### src/rtl/param_clock.sv
`timescale 1ns/1ps
// param_clock: multiplexed 7-segment HH:MM[:SS] clock with button time setting.
// Ports:
//   clk      sole clock, rising edge
//   rst      asynchronous active-high reset
//   btn_set  set-mode button (1 = pressed, already synchronised)
//   btn_inc  increment button (1 = pressed, already synchronised), auto-repeats
//   h12      display mode, 1 = 12-hour, 0 = 24-hour
//   seg      seg[6:0] = segments a..g, seg[7] = decimal point, active high
//   d        digit select, active low one-cold, bit 0 = rightmost digit
module param_clock #(
    parameter int unsigned CLK_HZ       = 12000000,
    parameter int unsigned NUM_DIGITS   = 4,
    parameter int unsigned SCAN_BITS    = 10,
    parameter int unsigned BTN_BITS     = 15,
    parameter int unsigned REPEAT_DELAY = 16,
    parameter int unsigned REPEAT_RATE  = 4
) (
    input  logic                  clk,
    input  logic                  rst,
    input  logic                  btn_set,
    input  logic                  btn_inc,
    input  logic                  h12,
    output logic [7:0]            seg,
    output logic [NUM_DIGITS-1:0] d
);

    localparam int unsigned DIV_W    = (CLK_HZ > 1) ? $clog2(CLK_HZ) : 1;
    localparam int unsigned FREE_W   = (SCAN_BITS > BTN_BITS) ? SCAN_BITS : BTN_BITS;
    localparam int unsigned HOLD_MAX = (REPEAT_DELAY > REPEAT_RATE) ? REPEAT_DELAY : REPEAT_RATE;
    localparam int unsigned HOLD_W   = $clog2(HOLD_MAX + 1);
    localparam int unsigned SEL_W    = $clog2(NUM_DIGITS);
    localparam int unsigned OFS      = NUM_DIGITS - 4;

    typedef enum logic [1:0] {
        ST_RUN      = 2'd0,
        ST_SET_HOUR = 2'd1,
        ST_SET_MIN  = 2'd2,
        ST_SET_SEC  = 2'd3
    } state_t;

    state_t                  r_state;
    state_t                  w_state_nxt;
    logic [DIV_W-1:0]        r_div;
    logic [FREE_W-1:0]       r_free;
    logic [1:0]              r_h2;
    logic [3:0]              r_h1;
    logic [2:0]              r_m2;
    logic [3:0]              r_m1;
    logic [5:0]              r_sec;
    logic                    r_set_q;
    logic                    r_inc_q;
    logic [HOLD_W-1:0]       r_hold;
    logic                    r_rpt_phase;
    logic [SEL_W-1:0]        r_sel;
    logic [NUM_DIGITS-1:0]   r_d;

    logic                    w_sample;
    logic                    w_set_ev;
    logic                    w_inc_press;
    logic                    w_inc_held;
    logic [HOLD_W-1:0]       w_hold_inc;
    logic                    w_rpt_ev;
    logic                    w_inc_ev;
    logic                    w_apply;
    logic                    w_tick;
    logic [1:0]              w_h2_inc;
    logic [3:0]              w_h1_inc;
    logic [2:0]              w_m2_inc;
    logic [3:0]              w_m1_inc;
    logic                    w_min_wrap;
    logic [4:0]              w_hour_bin;
    logic [4:0]              w_hour12;
    logic [3:0]              w_dh2;
    logic [3:0]              w_dh1;
    logic [3:0]              w_val;
    state_t                  w_fld;
    logic                    w_blank;
    logic                    w_dp;

    // Button sampling: events are rising edges between consecutive samples.
    assign w_sample    = (r_free[BTN_BITS-1:0] == '0);
    assign w_set_ev    = w_sample & btn_set & ~r_set_q;
    assign w_inc_press = w_sample & btn_inc & ~r_inc_q;
    assign w_inc_held  = w_sample & btn_inc & r_inc_q;
    assign w_hold_inc  = r_hold + HOLD_W'(1);
    // Phase 0 waits REPEAT_DELAY held samples, phase 1 repeats every REPEAT_RATE.
    assign w_rpt_ev    = w_inc_held & (r_rpt_phase ? (w_hold_inc == HOLD_W'(REPEAT_RATE))
                                                   : (w_hold_inc == HOLD_W'(REPEAT_DELAY)));
    assign w_inc_ev    = w_inc_press | w_rpt_ev;
    assign w_apply     = w_inc_ev & (r_state != ST_RUN);
    assign w_tick      = (r_div == DIV_W'(CLK_HZ - 1));

    always_ff @(posedge clk or posedge rst) begin
        if (rst) begin
            r_set_q     <= 1'b0;
            r_inc_q     <= 1'b0;
            r_hold      <= '0;
            r_rpt_phase <= 1'b0;
        end else if (w_sample) begin
            r_set_q <= btn_set;
            r_inc_q <= btn_inc;
            if (w_inc_press || w_rpt_ev) begin
                r_hold      <= '0;
                r_rpt_phase <= w_rpt_ev | r_rpt_phase & ~w_inc_press;
            end else if (w_inc_held) begin
                r_hold <= w_hold_inc;
            end else begin
                r_hold      <= '0;
                r_rpt_phase <= 1'b0;
            end
        end
    end

    // Set-mode state register
    always_ff @(posedge clk or posedge rst) begin
        if (rst) r_state <= ST_RUN;
        else     r_state <= w_state_nxt;
    end

    // Set-mode next state: one step per btn_set event
    always_comb begin
        w_state_nxt = r_state;
        if (w_set_ev) begin
            case (r_state)
                ST_RUN:      w_state_nxt = ST_SET_HOUR;
                ST_SET_HOUR: w_state_nxt = ST_SET_MIN;
                ST_SET_MIN:  w_state_nxt = (NUM_DIGITS == 6) ? ST_SET_SEC : ST_RUN;
                default:     w_state_nxt = ST_RUN;
            endcase
        end
    end

    // BCD increment helpers for hour (23 -> 00) and minute (59 -> 00)
    always_comb begin
        w_h2_inc = r_h2;
        w_h1_inc = r_h1 + 4'd1;
        if (r_h2 == 2'd2 && r_h1 == 4'd3) begin
            w_h2_inc = 2'd0;
            w_h1_inc = 4'd0;
        end else if (r_h1 == 4'd9) begin
            w_h2_inc = r_h2 + 2'd1;
            w_h1_inc = 4'd0;
        end
        w_min_wrap = (r_m2 == 3'd5) && (r_m1 == 4'd9);
        w_m2_inc   = r_m2;
        w_m1_inc   = r_m1 + 4'd1;
        if (r_m1 == 4'd9) begin
            w_m1_inc = 4'd0;
            w_m2_inc = (r_m2 == 3'd5) ? 3'd0 : r_m2 + 3'd1;
        end
    end

    // Timekeeping: a set-mode increment overrides a coincident tick and restarts the second.
    always_ff @(posedge clk or posedge rst) begin
        if (rst) begin
            r_div <= '0;
            r_sec <= '0;
            r_m1  <= '0;
            r_m2  <= '0;
            r_h1  <= '0;
            r_h2  <= '0;
        end else if (w_apply) begin
            r_div <= '0;
            r_sec <= '0;
            if (r_state == ST_SET_HOUR) begin
                r_h2 <= w_h2_inc;
                r_h1 <= w_h1_inc;
            end
            if (r_state == ST_SET_MIN) begin
                r_m2 <= w_m2_inc;
                r_m1 <= w_m1_inc;
            end
        end else if (w_tick) begin
            r_div <= '0;
            if (r_sec == 6'd59) begin
                r_sec <= '0;
                r_m2  <= w_m2_inc;
                r_m1  <= w_m1_inc;
                if (w_min_wrap) begin
                    r_h2 <= w_h2_inc;
                    r_h1 <= w_h1_inc;
                end
            end else begin
                r_sec <= r_sec + 6'd1;
            end
        end else begin
            r_div <= r_div + DIV_W'(1);
        end
    end

    // Free-running counter: button sample strobe and digit scan rotation
    always_ff @(posedge clk or posedge rst) begin
        if (rst) begin
            r_free <= '0;
            r_sel  <= '0;
            r_d    <= {{(NUM_DIGITS-1){1'b1}}, 1'b0};
        end else begin
            r_free <= r_free + FREE_W'(1);
            if (&r_free[SCAN_BITS-1:0]) begin
                r_d   <= {r_d[NUM_DIGITS-2:0], r_d[NUM_DIGITS-1]};
                r_sel <= (r_sel == SEL_W'(NUM_DIGITS - 1)) ? '0 : r_sel + SEL_W'(1);
            end
        end
    end

    // Displayed hour digits, remapped for 12-hour mode
    always_comb begin
        w_hour_bin = 5'(r_h2) * 5'd10 + 5'(r_h1);
        w_hour12   = w_hour_bin;
        if (w_hour_bin == 5'd0)       w_hour12 = 5'd12;
        else if (w_hour_bin > 5'd12)  w_hour12 = w_hour_bin - 5'd12;
        if (h12) begin
            w_dh2 = 4'(w_hour12 / 5'd10);
            w_dh1 = 4'(w_hour12 % 5'd10);
        end else begin
            w_dh2 = 4'(r_h2);
            w_dh1 = r_h1;
        end
    end

    // Selected digit value, blanking and decimal point
    always_comb begin
        w_val   = 4'd0;
        w_fld   = ST_RUN;
        w_blank = 1'b0;
        w_dp    = 1'b0;
        if (r_sel == SEL_W'(OFS)) begin
            w_val = r_m1;
            w_fld = ST_SET_MIN;
        end else if (r_sel == SEL_W'(OFS + 1)) begin
            w_val = 4'(r_m2);
            w_fld = ST_SET_MIN;
        end else if (r_sel == SEL_W'(OFS + 2)) begin
            w_val = w_dh1;
            w_fld = ST_SET_HOUR;
            w_dp  = (r_state == ST_RUN) ? r_sec[0] : 1'b1;
        end else if (r_sel == SEL_W'(OFS + 3)) begin
            w_val   = w_dh2;
            w_fld   = ST_SET_HOUR;
            w_blank = h12 && (w_hour12 < 5'd10);
        end else if (r_sel == '0) begin
            w_val = 4'(r_sec % 6'd10);
            w_fld = ST_SET_SEC;
        end else begin
            w_val = 4'(r_sec / 6'd10);
            w_fld = ST_SET_SEC;
        end
        if (r_sel == '0) w_dp = h12 && (w_hour_bin >= 5'd12);
        // Field being edited flashes off during the second half of each second
        if (r_state != ST_RUN && w_fld == r_state && r_div >= DIV_W'(CLK_HZ / 2))
            w_blank = 1'b1;
    end

    function automatic logic [6:0] f_seg7(input logic [3:0] i_v);
        case (i_v)
            4'd0:    f_seg7 = 7'h3F;
            4'd1:    f_seg7 = 7'h06;
            4'd2:    f_seg7 = 7'h5B;
            4'd3:    f_seg7 = 7'h4F;
            4'd4:    f_seg7 = 7'h66;
            4'd5:    f_seg7 = 7'h6D;
            4'd6:    f_seg7 = 7'h7D;
            4'd7:    f_seg7 = 7'h07;
            4'd8:    f_seg7 = 7'h7F;
            4'd9:    f_seg7 = 7'h6F;
            default: f_seg7 = 7'h79;
        endcase
    endfunction

    assign seg = {w_dp, w_blank ? 7'd0 : f_seg7(w_val)};
    assign d   = r_d;

endmodule

### config.mk
export PLATFORM = sky130hd
export DESIGN_NAME = param_clock
export DESIGN_NICKNAME = d
export VERILOG_FILES = /design/src/rtl/param_clock.sv
export SDC_FILE = /design/constraint.sdc
export NUM_CORES = 1
export LEC_CHECK = 0
export ABC_AREA = 1
export BUFFER_PORTS_ARGS = -buffer_cell sky130_fd_sc_hd__buf_2
export CAP_MARGIN = 10
export CORE_AREA = 2 2 123 125
export DETAILED_ROUTE_END_ITERATION = 16
export DIE_AREA = 0 0 125 127
export PLACE_DENSITY = 0.5
export RECOVER_POWER = 100
export SLEW_MARGIN = 10
export SYNTH_ARGS = -nofsm -noshare
export SYNTH_HDL_FRONTEND = slang
export SYNTH_SLANG_ARGS = --single-unit
### constraint.sdc
create_clock -name clk -period 10.6 [get_ports clk]
set_input_delay 2.12 -clock clk [delete_from_list [all_inputs] [get_ports clk]]
set_output_delay 2.12 -clock clk [all_outputs]
set_load 0.01 [all_outputs]
* Word-level counts from Yosys, hierarchy flattened
Memories as Yosys holds them, arrays and structs flattened. Cells that the tools add are included.
Storage, ports and cells: word-level logic and storage cells 143, bits in registers 74, output and inout bits 12, latch bits 0, bits in read-only memories 112, RAM bits 0, memories 1
Operators by class: $add $sub $neg 11, equality and inequality tests 18, magnitude comparators 4, multipliers 1, divide/modulo/power cells 3, reductions and logical operators 19, bitwise operators 13, multiplexer cells 59, shifts and indexed selects 0
Memory list:
- (no name shown) | depth 16, bits a word 7, read ports 1, clocked after Yosys merged registers in 0, write ports 0, line 256 | case (i_v)
Operators by type and width (count):
- $mux W4 | 18
- $mux W24 | 2
- $add A24 B1 Y24 const B | 1
- $eq A24 B24 Y1 const B | 1
- $ge A24 B23 Y1 const B | 1
- $mux W2 | 12
- $mux W5 | 4
- $mux W3 | 6
- $mux W6 | 3
- $add A15 B1 Y15 const B | 1
- $logic_not A15 Y1 | 1
- $mux W1 | 12
- $reduce_and A10 Y1 | 1
- $add A4 B1 Y4 const B | 2
- $and A1 B1 Y1 | 8
- $eq A2 B2 Y1 const B | 4
- $eq A4 B4 Y1 const B | 2
- $reduce_bool A2 Y1 | 4
- $mux W7 | 1
- $add A6 B1 Y6 const B | 1
- $div A6 B4 Y6 const B | 1
- $eq A6 B6 Y1 const B | 1
- $logic_and A1 B1 Y1 | 6
- $ne A2 B1 Y1 const B | 3
- other kinds (26) | 32

* Depth between registers and ports, before layout
word-level depth 13, mapped depth 29, depth with buffers taken out 29

* Least setup slack after synthesis
No wires, ideal clock.
path type register -> output, from register r_h2[0], to output port seg[3], slack 4797 ps, buffers on the path 0, stages on the path, launching flop included 27, data arrival time 3683 ps, cells stage by stage dfrtp_1 > ha_1 > fa_1 > or2_4 > nand2_4 > xor2_2 > nand2_1 > nand2_2 > ha_1 > nand3_2 > clkinv_2 > nor2_1 > ha_1 > a21oi_1 > nand4_1 > nand2_4 > nand2_4 > o21ai_1 > nand3_1 > a21boi_2 > inv_1 > ha_1 > inv_1 > nand3_1 > nand2_1 > nor2_1 > nor2_1
On the way: longest elaborated chain between the ends 13, elaborated cells on any way between the ends 24, those cells by class add/sub: 2; mul: 1; div: 2; order compare: 2; mux: 14; reduce/logical: 2; memory: 1
RTL lines:
- start: declaration | line 46 | logic [1:0] r_h2;
- start signal: assignment | line 167 | r_h2 <= w_h2_inc;
- start signal: assignment | line 181 | r_h2 <= w_h2_inc;
- $mul A2 B3 Y4 | line 209 | w_hour_bin = 5'(r_h2) * 5'd10 + 5'(r_h1);
- $add A5 B4 Y5 | line 209
- $sub A5 B4 Y5 or $gt A5 B4 Y1 (tied branches) | line 212 | else if (w_hour_bin > 5'd12) w_hour12 = w_hour_bin - 5'd12;
- $mux W5 | line 212
- $mux W5 | line 211 | if (w_hour_bin == 5'd0) w_hour12 = 5'd12;
- $div A5 B4 Y5 or $lt A5 B4 Y1 (tied branches) | line 214, 241
- $mux W4 or $logic_and A1 B1 Y1 (tied branches) | line 213, 241
- $mux W4 or $mux W1 (tied branches) | line 238 | end else if (r_sel == SEL_W'(OFS + 3)) begin
- $mux W4 or $mux W1 (tied branches) | line 234 | end else if (r_sel == SEL_W'(OFS + 2)) begin
- $mux W4 or $mux W1 (tied branches) | line 231 | end else if (r_sel == SEL_W'(OFS + 1)) begin
- $mux W4 or $mux W1 (tied branches) | line 228 | if (r_sel == SEL_W'(OFS)) begin
- $mem_v2 Z16 W7 or $mux W1 (tied branches)
- $mux W7 * | line 271 | assign seg = {w_dp, w_blank ? 7'd0 : f_seg7(w_val)};
- end: declaration | line 24 | output logic [7:0] seg,
Every way passes the cells marked *; elsewhere a longest branch is shown, timed or not.

* Worst setup path in the final report
Ends and elaborated chain as after synthesis.

==> results.py <==
metrics = {
    "timing": {
        "max_slew_margin": -1.68,
        "finalSetupViolCount": 0,
        "hold_viol": 0,
        "skew_ns": 0.00933,
        "slew_violations": 75,
        "holdWs_ns": 0.469,
        "fin_crit_sh": 0.653,
        "period_minus_slack_ns": 6.93,
        "rsz0062_at_grt": "no",
        "fin_setup_tns_ns": 0,
        "tightest_slew_ns": 4.02,
        "max_clock_freq_mhz": 144,
    },
    "status": {
        "status": "complete, but fails checks",
        "violations": "max-capacitance violations, max-slew violations",
    },
    "synth": {
        "synth-seq-area-share": 0.369,
        "synth_top_area_share": 0.354,
        "synthFlopType": "dfrtp_1",
        "synth_edf_count": 0,
        "synth-async-reset-ratio": 1.00,
        "yosysTopAreaCell": "dfrtp_1",
        "yosys-top-cells-count": "nand2_1 (102), inv_1 (99), dfrtp_1 (71)",
        "postSynthCellCount": 647,
        "yosys_register_bits": 74,
        "ys_types": 51,
        "yosysMostFrequentCell": "nand2_1",
        "syn-cell-area_sq_um": 5020,
        "syn_avg_cell_area_sq_um": 7.77,
        "syn-num-nets": 679,
        "yosysWarnings": 0,
        "yosys-top-cells-area": "dfrtp_1 (35%), nand2_1 (7.6%), inv_1 (7.4%), ha_1 (6.5%), nor2_1 (4.3%)",
    },
    "detailed_routing": {
        "wl_microns": 10900,
        "vias": 4167,
        "vias_per_cell": 4.86,
        "ant_nets": 0,
        "wire_per_inst_microns": 12.7,
        "dr.pass1.iters": 4,
        "drtIter0Drc": 238,
        "drc": 0,
    },
    "global_route": {
        "grt_pass1_wl_microns": 18600,
        "antenna_found_initial": 0,
        "grtUsageTotal": 0.142,
        "overflow": 0,
        "grt_max_degree": 75,
        "grt_pass1_vias": 3986,
    },
    "final_layout": {
        "utilization": 0.384,
        "multi_input_area_sq_um": 2640,
        "drive_gt1_frac": 0.104,
        "nNetsFinal": 701,
        "seqCellArea_sq_um": 1860,
        "synthToLayoutAreaGrowth_pct": 10.4,
        "diodes": 0,
        "stdcell_area_sq_um": 5550,
        "fillers": 1507,
    },
    "clock_network": {
        "post_cts_resized": 0,
        "hold_buffers": 0,
        "clkTransAtPathRegs_ns": 0.06,
        "tritoncts": "done",
        "clockRootBuffer": "clkbuf_16",
        "clock_latency_ns": 0.34,
        "cts.sinks": 74,
        "postCtsSetupRepairBufs": 0,
        "cts_buffer_depth": 2,
        "cts_made_buffers": 9,
        "htreeDepth": 3,
    },
    "worst_hold_path": {
        "min_from": "r_free[0]",
        "worstHoldPathCells": 1,
        "hp-class": "flop to flop",
        "holdPathEnd": "r_free[0]",
    },
    "setup_path": {
        "worstSetupStartpointType": "flop",
        "r2r_slack_ns": 7.21,
        "r2r_cells": 13,
        "crit_path_frequent_cell": "ha_1",
        "slowest_stage": "dfrtp_1",
        "reg2reg_to": "r_sec[4]",
        "cp.required_ns": 8.48,
        "path_buf_inv": 4,
        "r2r_start": "r_free[0]",
        "end_kind": "output pin",
        "crit_fanout": 6,
        "path_class": "flop to output pin",
        "crit_family": "simple AND/OR/NAND/NOR gates",
        "cp_slowest_stage_delay_ns": 0.43,
        "worstPathArrival_ns": 4.81,
    },
    "placed_design": {
        "post_dp_cell_area_sq_um": 5320,
        "routabilityCongestion": 0.853,
        "dp_hpwl_microns": 8230,
        "io_buffer_count": 16,
    },
    "floorplan": {
        "die_height_microns": 127,
        "num_rows": 44,
        "die-area_sq_um": 15900,
        "initial_utilization": 0.348,
        "die_w_microns": 125,
        "io_pins": 17,
        "core_area_sq_um": 14400,
    },
    "pwr": {
        "p_total_uw": 623,
        "power-per-cell-area_nw_per_um2": 112,
        "cellLeakagePower_uw": 0.00263,
        "peakVddDrop_v": 0.000122,
    },
    "flow_run": {
        "drv_cap": 1,
    },
}
registers in the layout (all words and copies together), names as in the netlist:
signal       flops
d                4
r_div           24
r_free          15
r_h1             4
r_h2             2
r_hold           5
r_inc_q          1
r_m1             4
r_m2             3
r_rpt_phase      1
r_sec            6
r_sel            2
r_set_q          1
r_state          2
metrics by stage:
stage	setup WS (ns)	instances
final	3.67	858
after global routing	3.22	858
after CTS	4.06	858
after detailed placement	4.43	842
after global placement	4.56	842
after floorplan	4.80	647
worst max-delay path by stage:
stage	slack [ns]	end	start	cells after the start
finish	3.67	seg[3]	r_h2[0]	27
global route	3.22	seg[0]	r_h2[0]	27
CTS	4.06	seg[3]	r_h2[0]	27
detailed placement	4.43	seg[3]	r_h2[0]	27
global placement	4.56	seg[3]	r_h2[0]	27
floorplan	4.80	seg[3]	r_h2[0]	26
power by group:
part	leakage [uW]	internal, uW	switching (uW)
combinational	0.00155	1.24	7.87
clock	0.000159	212	118
sequential	0.000918	283	0.775
total	0.00263	497	126
logic make-up (layout without fill, tap and decap cells):
| kind of cell | count (synthesis) | count (layout) | share of synthesized area |
|---|---|---|---|
| AO/OA/AOI/OAI | 98 | 98 | 0.114 |
| XOR/XNOR | 24 | 24 | 0.0433 |
| adder cells (fa/ha/maj) | 27 | 27 | 0.0687 |
| buffers and inverters | 119 | 146 | 0.0901 |
| flip-flops | 74 | 74 | 0.369 |
| AND/OR/NAND/NOR | 305 | 305 | 0.314 |
cell usage in the layout (no fill, tap or decap), types with 11 or more instances in the layout:
| master | count |
|---|---|
| o21ai_0 | 27 |
| nand3_1 | 44 |
| nor2_1 | 61 |
| nand4_1 | 21 |
| xor2_1 | 19 |
| inv_1 | 100 |
| ha_1 | 26 |
| nand2_1 | 108 |
| a21oi_1 | 41 |
| dfrtp_1 | 71 |
| nor3_1 | 25 |
| inv_2 | 11 |
area by class of cell:
type                    count  area share
multi-input cells         454       0.476
flip-flops and latches     74       0.335
inverters                 113      0.0767
clock buffers              11      0.0438
well taps                 184      0.0415
clock inverters             5      0.0142
repair buffers             17      0.0135
per-layer routing:
layer | wire, microns | share of wire | up-vias | global-route usage
li1 | - | - | 2164 | -
met1 | 5460 | 0.50 | 1953 | 0.190
met2 | 5040 | 0.46 | 46 | 0.234
met3 | 326 | 0.030 | 4 | 0.0394
met4 | 47 | 0.0043 | 0 | 0.0275
met5 | 0 | 0 | - | 0
Power figures use the tool's default switching activity.
